--- config.mk ---
export PLATFORM = sky130hd
export DESIGN_NAME = demux1to2_stream
export DESIGN_NICKNAME = d
export VERILOG_FILES = /design/src/rtl/demux1to2_stream.sv
export SDC_FILE = /design/constraint.sdc
export NUM_CORES = 1
export LEC_CHECK = 0
export ABC_AREA = 1
export BUFFER_PORTS_ARGS = -buffer_cell sky130_fd_sc_hd__buf_2
export CAP_MARGIN = 20
export CORE_AREA = 8 8 62 58
export DETAILED_ROUTE_END_ITERATION = 10
export DIE_AREA = 0 0 70 66
export GPL_ROUTABILITY_DRIVEN = 0
export PLACE_DENSITY = 0.81
export SLEW_MARGIN = 15
export SYNTH_ARGS = -nofsm -noshare
export SYNTH_HDL_FRONTEND = slang
export SYNTH_SLANG_ARGS = --single-unit
--- constraint.sdc ---
create_clock -name clk -period 1.3 [get_ports clk]
set_clock_uncertainty 0.1 [all_clocks]
set_input_delay 0.195 -clock clk [delete_from_list [all_inputs] [get_ports clk]]
set_output_delay 0.195 -clock clk [all_outputs]
set_load 0.01 [all_outputs]
--- src/rtl/demux1to2_stream.sv ---
// demux1to2_stream: buffered 1-to-2 stream demultiplexer.
// Each input beat is steered by in_sel into an independent 2-entry FIFO
// (A for sel=0, B for sel=1), so a stalled consumer only blocks its own lane.
// Optional feature macro: DEMUX_COUNT_EN adds a_count/b_count delivered-beat
// counters (mod 256); without it the routing logic is identical.
module demux1to2_stream #(
  parameter int WIDTH = 4
) (
  input  logic             clk,
  input  logic             rst,
  input  logic             in_valid,
  output logic             in_ready,
  input  logic             in_sel,
  input  logic [WIDTH-1:0] in_data,
  output logic             a_valid,
  input  logic             a_ready,
  output logic [WIDTH-1:0] a_data,
  output logic             b_valid,
  input  logic             b_ready,
  output logic [WIDTH-1:0] b_data
`ifdef DEMUX_COUNT_EN
  ,
  output logic [7:0]       a_count,
  output logic [7:0]       b_count
`endif
);

  logic [WIDTH-1:0] mem_a [2];
  logic [WIDTH-1:0] mem_b [2];
  logic             wr_ptr_a;
  logic             rd_ptr_a;
  logic [1:0]       count_a;
  logic             wr_ptr_b;
  logic             rd_ptr_b;
  logic [1:0]       count_b;

  logic full_a;
  logic full_b;
  logic push_a;
  logic push_b;
  logic pop_a;
  logic pop_b;

  // Acceptance depends only on the selected lane's fullness, never on a_ready/b_ready.
  always_comb begin
    full_a   = (count_a == 2'd2);
    full_b   = (count_b == 2'd2);
    in_ready = !rst && (in_sel ? !full_b : !full_a);
    push_a   = in_valid && in_ready && !in_sel;
    push_b   = in_valid && in_ready && in_sel;
    pop_a    = a_valid && a_ready;
    pop_b    = b_valid && b_ready;
  end

  assign a_valid = (count_a != 2'd0);
  assign b_valid = (count_b != 2'd0);
  assign a_data  = mem_a[rd_ptr_a];
  assign b_data  = mem_b[rd_ptr_b];

  // Lane A FIFO: storage, wrapping pointers and occupancy; reset clears storage so a_data reads 0.
  always_ff @(posedge clk) begin
    if (rst) begin
      mem_a[0] <= '0;
      mem_a[1] <= '0;
      wr_ptr_a <= 1'b0;
      rd_ptr_a <= 1'b0;
      count_a  <= 2'd0;
    end else begin
      if (push_a) begin
        mem_a[wr_ptr_a] <= in_data;
        wr_ptr_a        <= ~wr_ptr_a;
      end
      if (pop_a) begin
        rd_ptr_a <= ~rd_ptr_a;
      end
      case ({push_a, pop_a})
        2'b10:   count_a <= count_a + 2'd1;
        2'b01:   count_a <= count_a - 2'd1;
        default: count_a <= count_a;
      endcase
    end
  end

  // Lane B FIFO: mirror of lane A, fed only by sel=1 beats.
  always_ff @(posedge clk) begin
    if (rst) begin
      mem_b[0] <= '0;
      mem_b[1] <= '0;
      wr_ptr_b <= 1'b0;
      rd_ptr_b <= 1'b0;
      count_b  <= 2'd0;
    end else begin
      if (push_b) begin
        mem_b[wr_ptr_b] <= in_data;
        wr_ptr_b        <= ~wr_ptr_b;
      end
      if (pop_b) begin
        rd_ptr_b <= ~rd_ptr_b;
      end
      case ({push_b, pop_b})
        2'b10:   count_b <= count_b + 2'd1;
        2'b01:   count_b <= count_b - 2'd1;
        default: count_b <= count_b;
      endcase
    end
  end

`ifdef DEMUX_COUNT_EN
  // Delivered-beat counters: one increment per completed pop, wrapping at 256.
  always_ff @(posedge clk) begin
    if (rst) begin
      a_count <= 8'd0;
      b_count <= 8'd0;
    end else begin
      if (pop_a) a_count <= a_count + 8'd1;
      if (pop_b) b_count <= b_count + 8'd1;
    end
  end
`endif

endmodule
==> parameters.txt, run 1 <==
Parameter                              Value

Placement
  Number of input and output port buffers inserted ... 20
  Setup Slack @ Placement ... -167 ps
  Placed wire-length estimate ... 1.91 mm
  Post-place instance area ... 0.00142 mm^2

Floorplan
  Chip Height ... 66 um
  Total die area ... 0.00462 mm^2
  Area of the core region ... 0.00261 mm^2
  Initial standard-cell utilization of the core ... 44.9%
  Placement row count ... 18
  Die W ... about 70 um
  Boundary pin count ... 21

STA
  Slew at the pin closest to its max-slew limit ... 261 ps
  Final-report setup violation count ... 45
  Minimum setup slack in the final design ... -237 ps
  Final-report max-slew violation count ... 0
  Post-Route Setup TNS ... -5050 ps
  RSZ-0062 raised after global routing ... yes
  Final critical path time including I/O delays and setup ... approximately 1500 ps
  Max-slew headroom at the worst pin ... roughly 83%
  Top achievable clock speed ... 651 MHz
  Final Hold Fails ... 0
  Part of the cycle the worst path needs ... 118%

Global route
  Maximum number of pins on one net before global-route repair ... 16
  Overall global routing resource usage ... between 10% and 20%
  Sum of overflow across all layers after global routing ... 0
  First-pass GRT wire length ... 4.60 mm
  Vias in the first global route ... 1058
  Initial antenna violation count ... 0

Cells and area
  Area of the multi-input gates ... 636 um^2
  Final core utilization ... 69.3%
  Filler cell count ... roughly 190
  Commonest cells after routing, fill and taps aside ... sky130_fd_sc_hd__edfxtp_1, sky130_fd_sc_hd__buf_6, sky130_fd_sc_hd__buf_4
  Number of nets in the layout ... about 170
  # diodes ... 0
  Post-route design area ... between 0.0015 and 0.002 mm^2
  FF/Latch Area ... 696 um^2
  Area growth from synthesis to layout ... 54.4%
  Proportion of layout cells with a drive suffix above 1 ... between 60 and 70%

Synthesis
  Nets in the synthesized netlist ... 127
  Synthesized netlist cell count ... 115
  Cells taking the most area after synthesis ... sky130_fd_sc_hd__edfxtp_1, sky130_fd_sc_hd__dfxtp_1, sky130_fd_sc_hd__mux2_2
  Area fraction of the dominant cell type after synthesis ... 40.9%
  Synthesis Warnings ... 0
  Dominant cell type by area after synthesis ... sky130_fd_sc_hd__edfxtp_1
  Sequential fraction of the synthesis area ... 58.0%
  Mean instance size in the synthesized netlist ... 10.2 um^2
  Post-synthesis sequential element count ... 26
  Post-synthesis instance area ... ~0.0012 mm^2
  Distinct cells, synth ... 18

Route
  Number of DRC violations after detailed-routing iteration 0 ... 27
  Remaining DRCs ... 0
  Average wire per cell in the routed design ... 15.5 um
  Routed vias ... 952
  Antenna Nets Post-Route ... 0
  Vias per inst ... 5.12
  First drt pass iteration count ... 4
  Post-Route WL ... 2.88 mm

Power and ir drop
  Net switching power figure ... around 0.00055 W
  Share of total power in the clock network ... 27.3%
  Power Dens Cells ... 1130 mW/mm^2
  Total power draw ... 0.00205 W
  Internal cell power ... between 0.0015 and 0.002 W
  Switching part of the total power ... approximately a quarter
  Pleak ... between 0.7 and 0.8 nW
  Combinational power share ... 24.5%
  Relative contribution of sequential cells to total power ... 48.2%
  Worst IR Drop VDD ... ~0.0015 V

Flow run
  Max-capacitance violation count ... 0

CTS
  Clock slew at the register clock pins of the worst setup and hold paths ... 140 ps
  Number of clock buffers inserted by TritonCTS ... 3
  Clk Tree Root Cell ... sky130_fd_sc_hd__clkbuf_4
  Latest clock arrival within the worst-skew pair ... 320 ps
  Sinks on Clock Net ... 26
  Clock tree from TritonCTS ... built
  Worst-case clock buffer depth ... 2
  Depth of the CTS H-tree ... 1

Worst setup path
  Required time at the worst-slack endpoint ... 1440 ps
  Endpoint type of the worst setup path ... register
  Type of the setup path with the least slack ... register to register
  Critical-path maximum fanout ... 3
  Crit path launch type ... register
  Crit path DAT ... 1670 ps

Run status
  Failing checks ... setup timing
  Outcome ... complete, but fails checks

Worst hold path
  Hold/Removal Path Class ... primary input to register
==> cell usage after synthesis <==
cell                       instances
sky130_fd_sc_hd__ha_1              2
sky130_fd_sc_hd__nor2_4            1
sky130_fd_sc_hd__nor2_1           21
sky130_fd_sc_hd__nand4_1           1
sky130_fd_sc_hd__nand3_1           2
sky130_fd_sc_hd__nand4_2           3
sky130_fd_sc_hd__mux2_2            8
sky130_fd_sc_hd__xor2_1            2
sky130_fd_sc_hd__nand2_1          11
sky130_fd_sc_hd__buf_2             1
sky130_fd_sc_hd__edfxtp_1         16
sky130_fd_sc_hd__dfxtp_1          10
sky130_fd_sc_hd__o21ai_0           6
sky130_fd_sc_hd__a21oi_1           9
sky130_fd_sc_hd__nand2_2           3
sky130_fd_sc_hd__inv_2             2
sky130_fd_sc_hd__or2_4             1
sky130_fd_sc_hd__inv_1            16
==> worst max-delay path: stages (launching register included) <==
cell and delay, ps:
sky130_fd_sc_hd__dfxtp_2 360, sky130_fd_sc_hd__inv_2 60, sky130_fd_sc_hd__nand2_4 80, sky130_fd_sc_hd__nand4_4 110, sky130_fd_sc_hd__ha_4 190, sky130_fd_sc_hd__xor2_1 220
sky130_fd_sc_hd__nand2_1 140, sky130_fd_sc_hd__o21ai_2 140, sky130_fd_sc_hd__a21oi_1 50
==> power by group through the flow <==
stage / Clock, W / Sequential (W) / Combinational [W]
floorplan: 0 / 0.000986 / 0.000196
global placement: 0 / 0.000988 / 0.000317
detailed placement: 0 / 0.000993 / 0.000334
CTS: 0.000561 / 0.000983 / 0.000457
global route: 0.000603 / 0.000995 / 0.000543
finish: 0.000560 / 0.000987 / 0.000503
==> kinds of logic after synthesis <==
logic type / Yosys count / share of synthesized area (%)
AND/OR/NAND/NOR: 43 / 18.1
AO/OA/AOI/OAI: 15 / 6.40
XOR/XNOR: 2 / 1.49
adder cells (fa/ha/maj): 2 / 2.13
buffers and inverters: 19 / 6.18
multiplexers: 8 / 7.68
flip-flops: 26 / 58.0
==> registers in the layout, summed over array words and instances, names as in the netlist, named ones only <==
register,count
rd_ptr_b,1
rd_ptr_a,1
count_b,2
count_a,2
wr_ptr_a,1
mem_a,8
mem_b,8
wr_ptr_b,1
==> routing by layer <==
metal | vias up | track usage [%] | wire, um
li1 | 467 | - | -
met1 | 457 | 12.0 | 1070
met2 | 23 | 24.1 | 1640
met3 | 5 | 4.50 | 141
met4 | 0 | 1.50 | 31
met5 | - | 0 | 0
==> path summary, 6_finish.rpt <==
| check | slack [ps] | cells after the start | from | to |
|---|---|---|---|---|
| worst min-delay path | 130 | 3 | in_valid | wr_ptr_a |
| worst min register to register | 360 | 1 | rd_ptr_b | register |
| worst max register to register | -240 | 8 | count_a[0] | count_a[1] |
| worst max-delay path | -240 | 8 | count_a[0] | count_a[1] |
==> area by class of cell <==
type / count / area share, %
Tap cell: 30 / 2.07
Inverter: 18 / 3.87
Timing Repair Buffer: 38 / 17.7
Clock buffer: 3 / 1.24
Multi-Input combinational cell: 70 / 35.1
Clock inverter: 1 / 1.66
Sequential cell: 26 / 38.4
==> repair_timing <==
| action | 4_1_cts | 5_1_grt |
|---|---|---|
| pin swaps | 2 | 7 |
| buffers inserted | 4 | 3 |
| resized for setup | 56 | 23 |
| hold buffers | 0 | 0 |
| setup endpoints to repair | 42 | 49 |
==> per-stage QoR <==
step	hold WS, ps	cells
final	132	186
after global routing	129	186
after CTS	113	185
after detailed placement	346	177
after global placement	334	177
after floorplan	303	115
No activity file was read; power rests on OpenSTA's default activity.
==> inputs of run 2 (changes only) <==
--- a/config.mk
+++ b/config.mk
@@ -12,7 +12,9 @@
 export DETAILED_ROUTE_END_ITERATION = 10
 export DIE_AREA = 0 0 70 66
 export GPL_ROUTABILITY_DRIVEN = 0
+export MAX_ROUTING_LAYER = met4
 export PLACE_DENSITY = 0.81
+export RECOVER_POWER = 50
 export SLEW_MARGIN = 15
 export SYNTH_ARGS = -nofsm -noshare
 export SYNTH_HDL_FRONTEND = slang
==> run 2 against run 1 <==
  * The run still ends with setup timing left
  * Highest routed layer unchanged
  * Total power about the same
  * Count of clock-buffer cells in the layout unchanged
  * Combinational power about the same
  * Final area unchanged
  * Cell count unchanged
  * Non-clock buffer count unchanged
  * Flip-flop and latch count unchanged
  * Register-to-register slack about the same
  * Critical path depth unchanged
  * Worst setup slack improved by 0.55 ps
  * Die area unchanged
  * Sequential power about the same
==> parameters.txt, run 2 (same netlist as run 1, synthesis figures left out) <==
Parameter                              Value

Worst setup path
  Number of cells traversed by the worst register-to-register path ... 8 (unchanged)
  Critical-path maximum fanout ... 3 (unchanged)
  Crit path DAT ... 1670 ps (about the same)
  Start of the worst register-to-register path ... count_a[0]
  Type of the setup path with the least slack ... register to register
  Largest incremental delay on the critical path ... 360 ps (about the same)
  Crit path launch type ... register
  Setup slack, reg-to-reg ... -240 ps (about the same)
  Reg-to-reg critical path endpoint ... count_a[1]
  Endpoint type of the worst setup path ... register
  Worst setup path endpoint ... count_a[1]
  Required time at the worst-slack endpoint ... 1440 ps (about the same)
  Slowest stage cell, crit path ... sky130_fd_sc_hd__dfxtp_2
  Worst setup path startpoint ... count_a[0]
  Chain of cells forming the critical path ... inv_2, nand2_4, nand4_4, ha_4, xor2_1, nand2_1, o21ai_2, a21oi_1

Cells and area
  Final core utilization ... 69.3% (unchanged)
  Proportion of layout cells with a drive suffix above 1 ... 64.1% (unchanged)
  Commonest cells after routing, fill and taps aside ... sky130_fd_sc_hd__edfxtp_1, sky130_fd_sc_hd__buf_6, sky130_fd_sc_hd__buf_4
  Post-route insts no fill ... 186 (unchanged)
  # diodes ... 0 (unchanged)
  Leading registers by flop count ... mem_a: 8 flops, mem_b: 8 flops
  Number of nets in the layout ... 169 (unchanged)
  Post-route design area ... 0.00181 mm^2 (unchanged)
  Area growth from synthesis to layout ... 54.4% (unchanged)

Global route
  Vias in the first global route ... 1058 (unchanged)
  Maximum number of pins on one net before global-route repair ... 16 (unchanged)
  First-pass GRT wire length ... 4.60 mm (unchanged)
  Overall global routing resource usage ... 12.5% (+0.35 points)
  Initial antenna violation count ... 0 (unchanged)
  Sum of overflow across all layers after global routing ... 0 (unchanged)

Floorplan
  Placement row count ... 18 (unchanged)
  Boundary pin count ... 21 (unchanged)
  Area of the core region ... 0.00261 mm^2 (unchanged)
  Initial standard-cell utilization of the core ... 44.9% (unchanged)
  Total die area ... 0.00462 mm^2 (unchanged)
  Chip Height ... 66 um (unchanged)
  Die W ... 70 um (unchanged)

Route
  Vias per inst ... 5.12 (+0.11%)
  Routed vias ... 953 (+0.11%)
  First drt pass iteration count ... 3 (-1)
  Average wire per cell in the routed design ... 15.4 um (-0.42%)
  Post-Route WL ... 2.87 mm (-0.42%)
  Number of DRC violations after detailed-routing iteration 0 ... 41 (+52%)
  Remaining DRCs ... 0 (unchanged)
  Antenna Nets Post-Route ... 0 (unchanged)

Run status
  Failing checks ... setup timing
  Outcome ... complete, but fails checks

CTS
  Depth of the CTS H-tree ... 1 (unchanged)
  Clk Tree Root Cell ... sky130_fd_sc_hd__clkbuf_4
  Sinks on Clock Net ... 26 (unchanged)
  Clock tree from TritonCTS ... built
  Clock slew at the register clock pins of the worst setup and hold paths ... 140 ps (about the same)
  Worst-case clock buffer depth ... 2 (unchanged)
  Number of clock buffers inserted by TritonCTS ... 3 (unchanged)
  Latest clock arrival within the worst-skew pair ... 330 ps (about the same)

STA
  Final-report setup violation count ... 45 (unchanged)
  Post-Route Setup TNS ... -5120 ps (-62.1 ps)
  Part of the cycle the worst path needs ... 118% (about the same)
  Final critical path time including I/O delays and setup ... 1540 ps (-0.550 ps)
  Max-slew headroom at the worst pin ... 82.5% (about the same)
  Final Hold Fails ... 0 (unchanged)
  Final-report max-slew violation count ... 0 (unchanged)
  Slew at the pin closest to its max-slew limit ... 262 ps (+0.499 ps)
  Top achievable clock speed ... 651 MHz (about the same)
  Minimum setup slack in the final design ... -236 ps (+0.550 ps)
  RSZ-0062 raised after global routing ... yes

Power and ir drop
  Total power draw ... 0.00205 W (about the same)
  Power Dens Cells ... 1130 mW/mm^2 (about the same)
  Worst IR Drop VDD ... 0.00153 V (+0.14%)
  Pleak ... 0.773 nW (unchanged)

Worst hold path
  Hold/Removal Path Class ... primary input to register

Placement
  Post-place instance area ... 0.00142 mm^2 (unchanged)
  Cell total after placement ... 177 (unchanged)
  Number of input and output port buffers inserted ... 20 (unchanged)
  Placed wire-length estimate ... 1.91 mm (unchanged)

Flow run
  Max-capacitance violation count ... 0 (unchanged)
## run 2: critical path: cells and delay by family, from the launching register on
family          cells  cell delay, ps
flops               1             360
buf+inv             1              60
simple gates        3             330
compound gates      2             190
fa+ha+maj           1             190
xor+xnor            1             220
## run 2: area by class of cell
cell class | count | area (um^2)
clock buffers | 3 | 22.5
clock inverters | 1 | 30.0
fillers | 188 | 801
inverters | 18 | 70.1
multi-input cells | 70 | 636
flip-flops and latches | 26 | 696
well taps | 30 | 37.5
repair buffers | 38 | 320
## run 2: how the worst min path moves through the flow
stage	to	cells past startpoint	startpoint
floorplan	wr_ptr_a	2	in_valid
global placement	rd_ptr_b	1	rd_ptr_b
detailed placement	register	1	rd_ptr_a
CTS	mem_a[1][3]	3	in_data[3]
global route	wr_ptr_a	3	in_valid
finish	wr_ptr_a	3	in_valid
## run 2: power breakdown
group          switching [W]  internal, W  total, W
clock network       0.000249     0.000312  0.000561
registers          0.0000482     0.000939  0.000987
logic               0.000249     0.000253  0.000503
## run 2: per-stage QoR
step           setup slack (ps)  hold WS [ps]
5_1_grt                    -293           128
3_5_place_dp               -167           346
6_report                   -236           130
4_1_cts                    -169           113
3_3_place_gp               -124           334
2_1_floorplan             -36.6           303
## run 2: routing by layer
| layer | up-vias | track usage (%) | routed length (um) |
|---|---|---|---|
| met5 | - | - | 0 |
| met4 | 0 | 1.50 | 32 |
| met3 | 5 | 4.05 | 96 |
| met2 | 20 | 24.1 | 1650 |
| met1 | 461 | 12.3 | 1090 |
| li1 | 467 | - | - |
## run 2: timing repair
item                       CTS  global route
hold buffers                 0             0
gates resized for setup     56            23
setup buffers                4             3
hold endpoints to repair     0             0
pin swaps                    2             7
setup endpoints to repair   42            49
==> inputs of run 3 (changes only) <==
--- a/config.mk
+++ b/config.mk
@@ -8,14 +8,15 @@
 export ABC_AREA = 1
 export BUFFER_PORTS_ARGS = -buffer_cell sky130_fd_sc_hd__buf_2
 export CAP_MARGIN = 20
-export CORE_AREA = 8 8 62 58
+export CORE_AREA = 8 8 57 55
 export DETAILED_ROUTE_END_ITERATION = 10
-export DIE_AREA = 0 0 70 66
+export DIE_AREA = 0 0 65 63
 export GPL_ROUTABILITY_DRIVEN = 0
 export MAX_ROUTING_LAYER = met4
-export PLACE_DENSITY = 0.81
+export PLACE_DENSITY = 0.88
 export RECOVER_POWER = 50
 export SLEW_MARGIN = 15
 export SYNTH_ARGS = -nofsm -noshare
 export SYNTH_HDL_FRONTEND = slang
 export SYNTH_SLANG_ARGS = --single-unit
+export TNS_END_PERCENT = 10
==> constraint.sdc (replaced) <==
create_clock -name clk -period 2 [get_ports clk]
set_clock_uncertainty 0.1 [all_clocks]
set_input_delay 0.3 -clock clk [delete_from_list [all_inputs] [get_ports clk]]
set_output_delay 0.3 -clock clk [all_outputs]
set_load 0.01 [all_outputs]
==> run 3 against run 2 <==
  * Worst hold slack better by 84 ps
  * Largest cell class unchanged
  * Sequential share of layout area up 14 points
  * Flip-flop and latch count unchanged
  * Largest power group unchanged
  * Via count down 12%
  * The run now ends clean
  * Critical path type is now register to output pin
==> parameters.txt, run 3 (same netlist as run 1, synthesis figures left out) <==
Parameter                              Value

Worst setup path
  Crit path launch type ... register
  Endpoint type of the worst setup path ... output pin
  Number of cells traversed by the worst register-to-register path ... 6 (-2)
  Critical-path maximum fanout ... 5 (+2)
  Start of the worst register-to-register path ... count_b[0]
  Type of the setup path with the least slack ... register to output pin
  Crit path DAT ... 1290 ps (-380 ps)
  Reg-to-reg critical path endpoint ... mem_b[0][0]
  Setup slack, reg-to-reg ... 320 ps (+560 ps)
  Required time at the worst-slack endpoint ... 1600 ps (+160 ps)

Power and ir drop
  Pleak ... 0.610 nW (-21%)
  Total power draw ... 0.00100 W (-51%)
  Internal cell power ... 0.000750 W (-50%)
  Combinational power share ... 17.1% (-7.4 points)
  Relative contribution of sequential cells to total power ... 63.0% (+15 points)
  Switching part of the total power ... 25.4% (-1.3 points)
  Share of total power in the clock network ... 19.9% (-7.4 points)
  Worst IR Drop VDD ... 0.000474 V (-69%)
  Power Dens Cells ... 772 mW/mm^2 (-32%)
  Net switching power figure ... 0.000255 W (-53%)

Route
  Routed vias ... 843 (-12%)
  Post-Route WL ... 2.11 mm (-27%)
  Vias per inst ... 5.08 (-0.88%)
  Antenna Nets Post-Route ... 0 (unchanged)
  Average wire per cell in the routed design ... 12.7 um (-18%)
  Remaining DRCs ... 0 (unchanged)
  First drt pass iteration count ... 4 (+1)
  Number of DRC violations after detailed-routing iteration 0 ... 38 (-7.3%)

STA
  RSZ-0062 raised after global routing ... no
  Final-report max-slew violation count ... 0 (unchanged)
  Post-Route Setup TNS ... 0 ps (+5120 ps)
  Worst hold slack ... 215 ps (+84.2 ps)
  Part of the cycle the worst path needs ... 84.7%
  Top achievable clock speed ... 590 MHz
  Final-report setup violation count ... 0 (-100%)
  Minimum setup slack in the final design ... 305 ps (+541 ps)
  Final Hold Fails ... 0 (unchanged)
  Final critical path time including I/O delays and setup ... roughly 1700 ps
  Slew at the pin closest to its max-slew limit ... 253 ps (-9.20 ps)
  Max-slew headroom at the worst pin ... 83.2% (+0.63 points)

Placement
  Placed wire-length estimate ... 1.70 mm (-11%)
  Setup Slack @ Placement ... 319 ps (+486 ps)
  Number of input and output port buffers inserted ... 20 (unchanged)

CTS
  Sinks on Clock Net ... 26 (unchanged)
  Clock slew at the register clock pins of the worst setup and hold paths ... 120 ps (-20 ps)
  Number of gates resized after CTS ... 0 (-100%)
  Clk Tree Root Cell ... sky130_fd_sc_hd__clkbuf_4
  Depth of the CTS H-tree ... 1 (unchanged)
  Clock tree from TritonCTS ... built
  Latest clock arrival within the worst-skew pair ... 300 ps (-30 ps)
  Number of clock buffers inserted by TritonCTS ... 3 (unchanged)
  Number of buffers inserted by post-CTS setup repair ... 0 (-4)
  Hold buffer count at CTS ... 0 (unchanged)
  Worst-case clock buffer depth ... 2 (unchanged)

Floorplan
  Boundary pin count ... 21 (unchanged)
  Die W ... 65 um (-7.1%)
  Total die area ... 0.00410 mm^2 (-11%)
  Initial standard-cell utilization of the core ... 52.5% (+7.6 points)
  Area of the core region ... 0.00223 mm^2 (-15%)
  Chip Height ... 63 um (-4.5%)
  Placement row count ... 17 (-1)

Global route
  First-pass GRT wire length ... 3.63 mm (-21%)
  Sum of overflow across all layers after global routing ... 0 (unchanged)
  Vias in the first global route ... 868 (-18%)
  Initial antenna violation count ... 0 (unchanged)
  Maximum number of pins on one net before global-route repair ... 14 (-2)
  Overall global routing resource usage ... 11.0% (-1.5 points)

Cells and area
  Number of nets in the layout ... 152 (-10%)
  Leading cell type in the layout, fill and taps excluded ... sky130_fd_sc_hd__nor2_1
  Leading registers by flop count ... mem_a: 8 flops, mem_b: 8 flops
  # diodes ... 0 (unchanged)
  Area growth from synthesis to layout ... 10.9%
  Commonest cells after routing, fill and taps aside ... sky130_fd_sc_hd__nor2_1, sky130_fd_sc_hd__buf_2, sky130_fd_sc_hd__inv_1
  Final core utilization ... 58.3% (-11 points)
  Filler cell count ... 203 (+8.0%)
  Proportion of layout cells with a drive suffix above 1 ... 23.9% (-40 points)

Worst hold path
  Instance count along the most critical hold path ... 4 (+1)
  End point of the worst hold path ... rd_ptr_a
  Startpoint of the tightest hold check path ... a_ready
  Hold/Removal Path Class ... primary input to register

Flow run
  Max-capacitance violation count ... 0 (unchanged)

Run status
  Outcome ... completed
run 3: cell types whose count changed in the layout (fill, tap and decap cells not counted), moves of 5 or more:
| cell | previous run | this run |
|---|---|---|
| sky130_fd_sc_hd__nand2_4 | 5 | 0 |
| sky130_fd_sc_hd__inv_2 | 7 | 0 |
| sky130_fd_sc_hd__nor2_4 | 9 | 0 |
| sky130_fd_sc_hd__buf_4 | 12 | 1 |
| sky130_fd_sc_hd__inv_1 | 10 | 18 |
| sky130_fd_sc_hd__nand2_1 | 4 | 12 |
| sky130_fd_sc_hd__nor2_2 | 6 | 0 |
| sky130_fd_sc_hd__mux2_2 | 0 | 8 |
| sky130_fd_sc_hd__o21ai_0 | 1 | 6 |
| sky130_fd_sc_hd__mux2_4 | 8 | 0 |
| sky130_fd_sc_hd__nor2_1 | 7 | 22 |
| sky130_fd_sc_hd__dfxtp_1 | 4 | 10 |
| sky130_fd_sc_hd__buf_6 | 16 | 0 |
| sky130_fd_sc_hd__buf_2 | 10 | 19 |
run 3: how the worst max path moves through the flow:
stage / startpoint / endpoint / slack [ps] / cells past startpoint
2_1_floorplan: count_b[0] / count_b[1] / 560 / 9
3_3_place_gp: rst / count_a[1] / 420 / 8
3_5_place_dp: in_sel / count_b[1] / 320 / 10
4_1_cts: count_b[0] / in_ready / 340 / 5
5_1_grt: count_b[0] / mem_b[1][0] / 170 / 6
6_report: count_b[0] / in_ready / 310 / 5
run 3: power groups by stage:
stage / clock network [W] / logic [W] / registers (W)
finish: 0.000200 / 0.000172 / 0.000633
global route: 0.000224 / 0.000195 / 0.000639
CTS: 0.000207 / 0.000181 / 0.000634
global placement: 0 / 0.000173 / 0.000643
floorplan: 0 / 0.000122 / 0.000638
detailed placement: 0 / 0.000180 / 0.000647
run 3: critical path, cell delays in order (launching register included):
cell,delay [ps]
sky130_fd_sc_hd__dfxtp_1,430
sky130_fd_sc_hd__inv_1,80
sky130_fd_sc_hd__nand3_1,70
sky130_fd_sc_hd__nand2_1,50
sky130_fd_sc_hd__nor2_1,190
sky130_fd_sc_hd__buf_2,180
run 3: area by class of cell:
cell class	instances	area (um^2)	share of cell area [%]
tap	28	35.0	2.69
timing repair buffer	21	106	8.17
sequential	26	681	52.3
multi-input combinational	70	389	29.9
clock buffer	3	22.5	1.73
inverter	18	67.6	5.19
run 3: stage by stage:
| step | cells | cell area (um^2) |
|---|---|---|
| floorplan | 115 | 1170 |
| global placement | 163 | 1310 |
| detailed placement | 163 | 1310 |
| CTS | 166 | 1330 |
| global route | 166 | 1300 |
| finish | 166 | 1300 |
run 3: metal layers:
layer	vias up	track usage (%)	part of all wire [%]
met5	-	-	0
met2	24	18.4	48
li1	424	-	-
met3	0	3.05	5.7
met1	395	12.5	46
met4	0	3.00	0
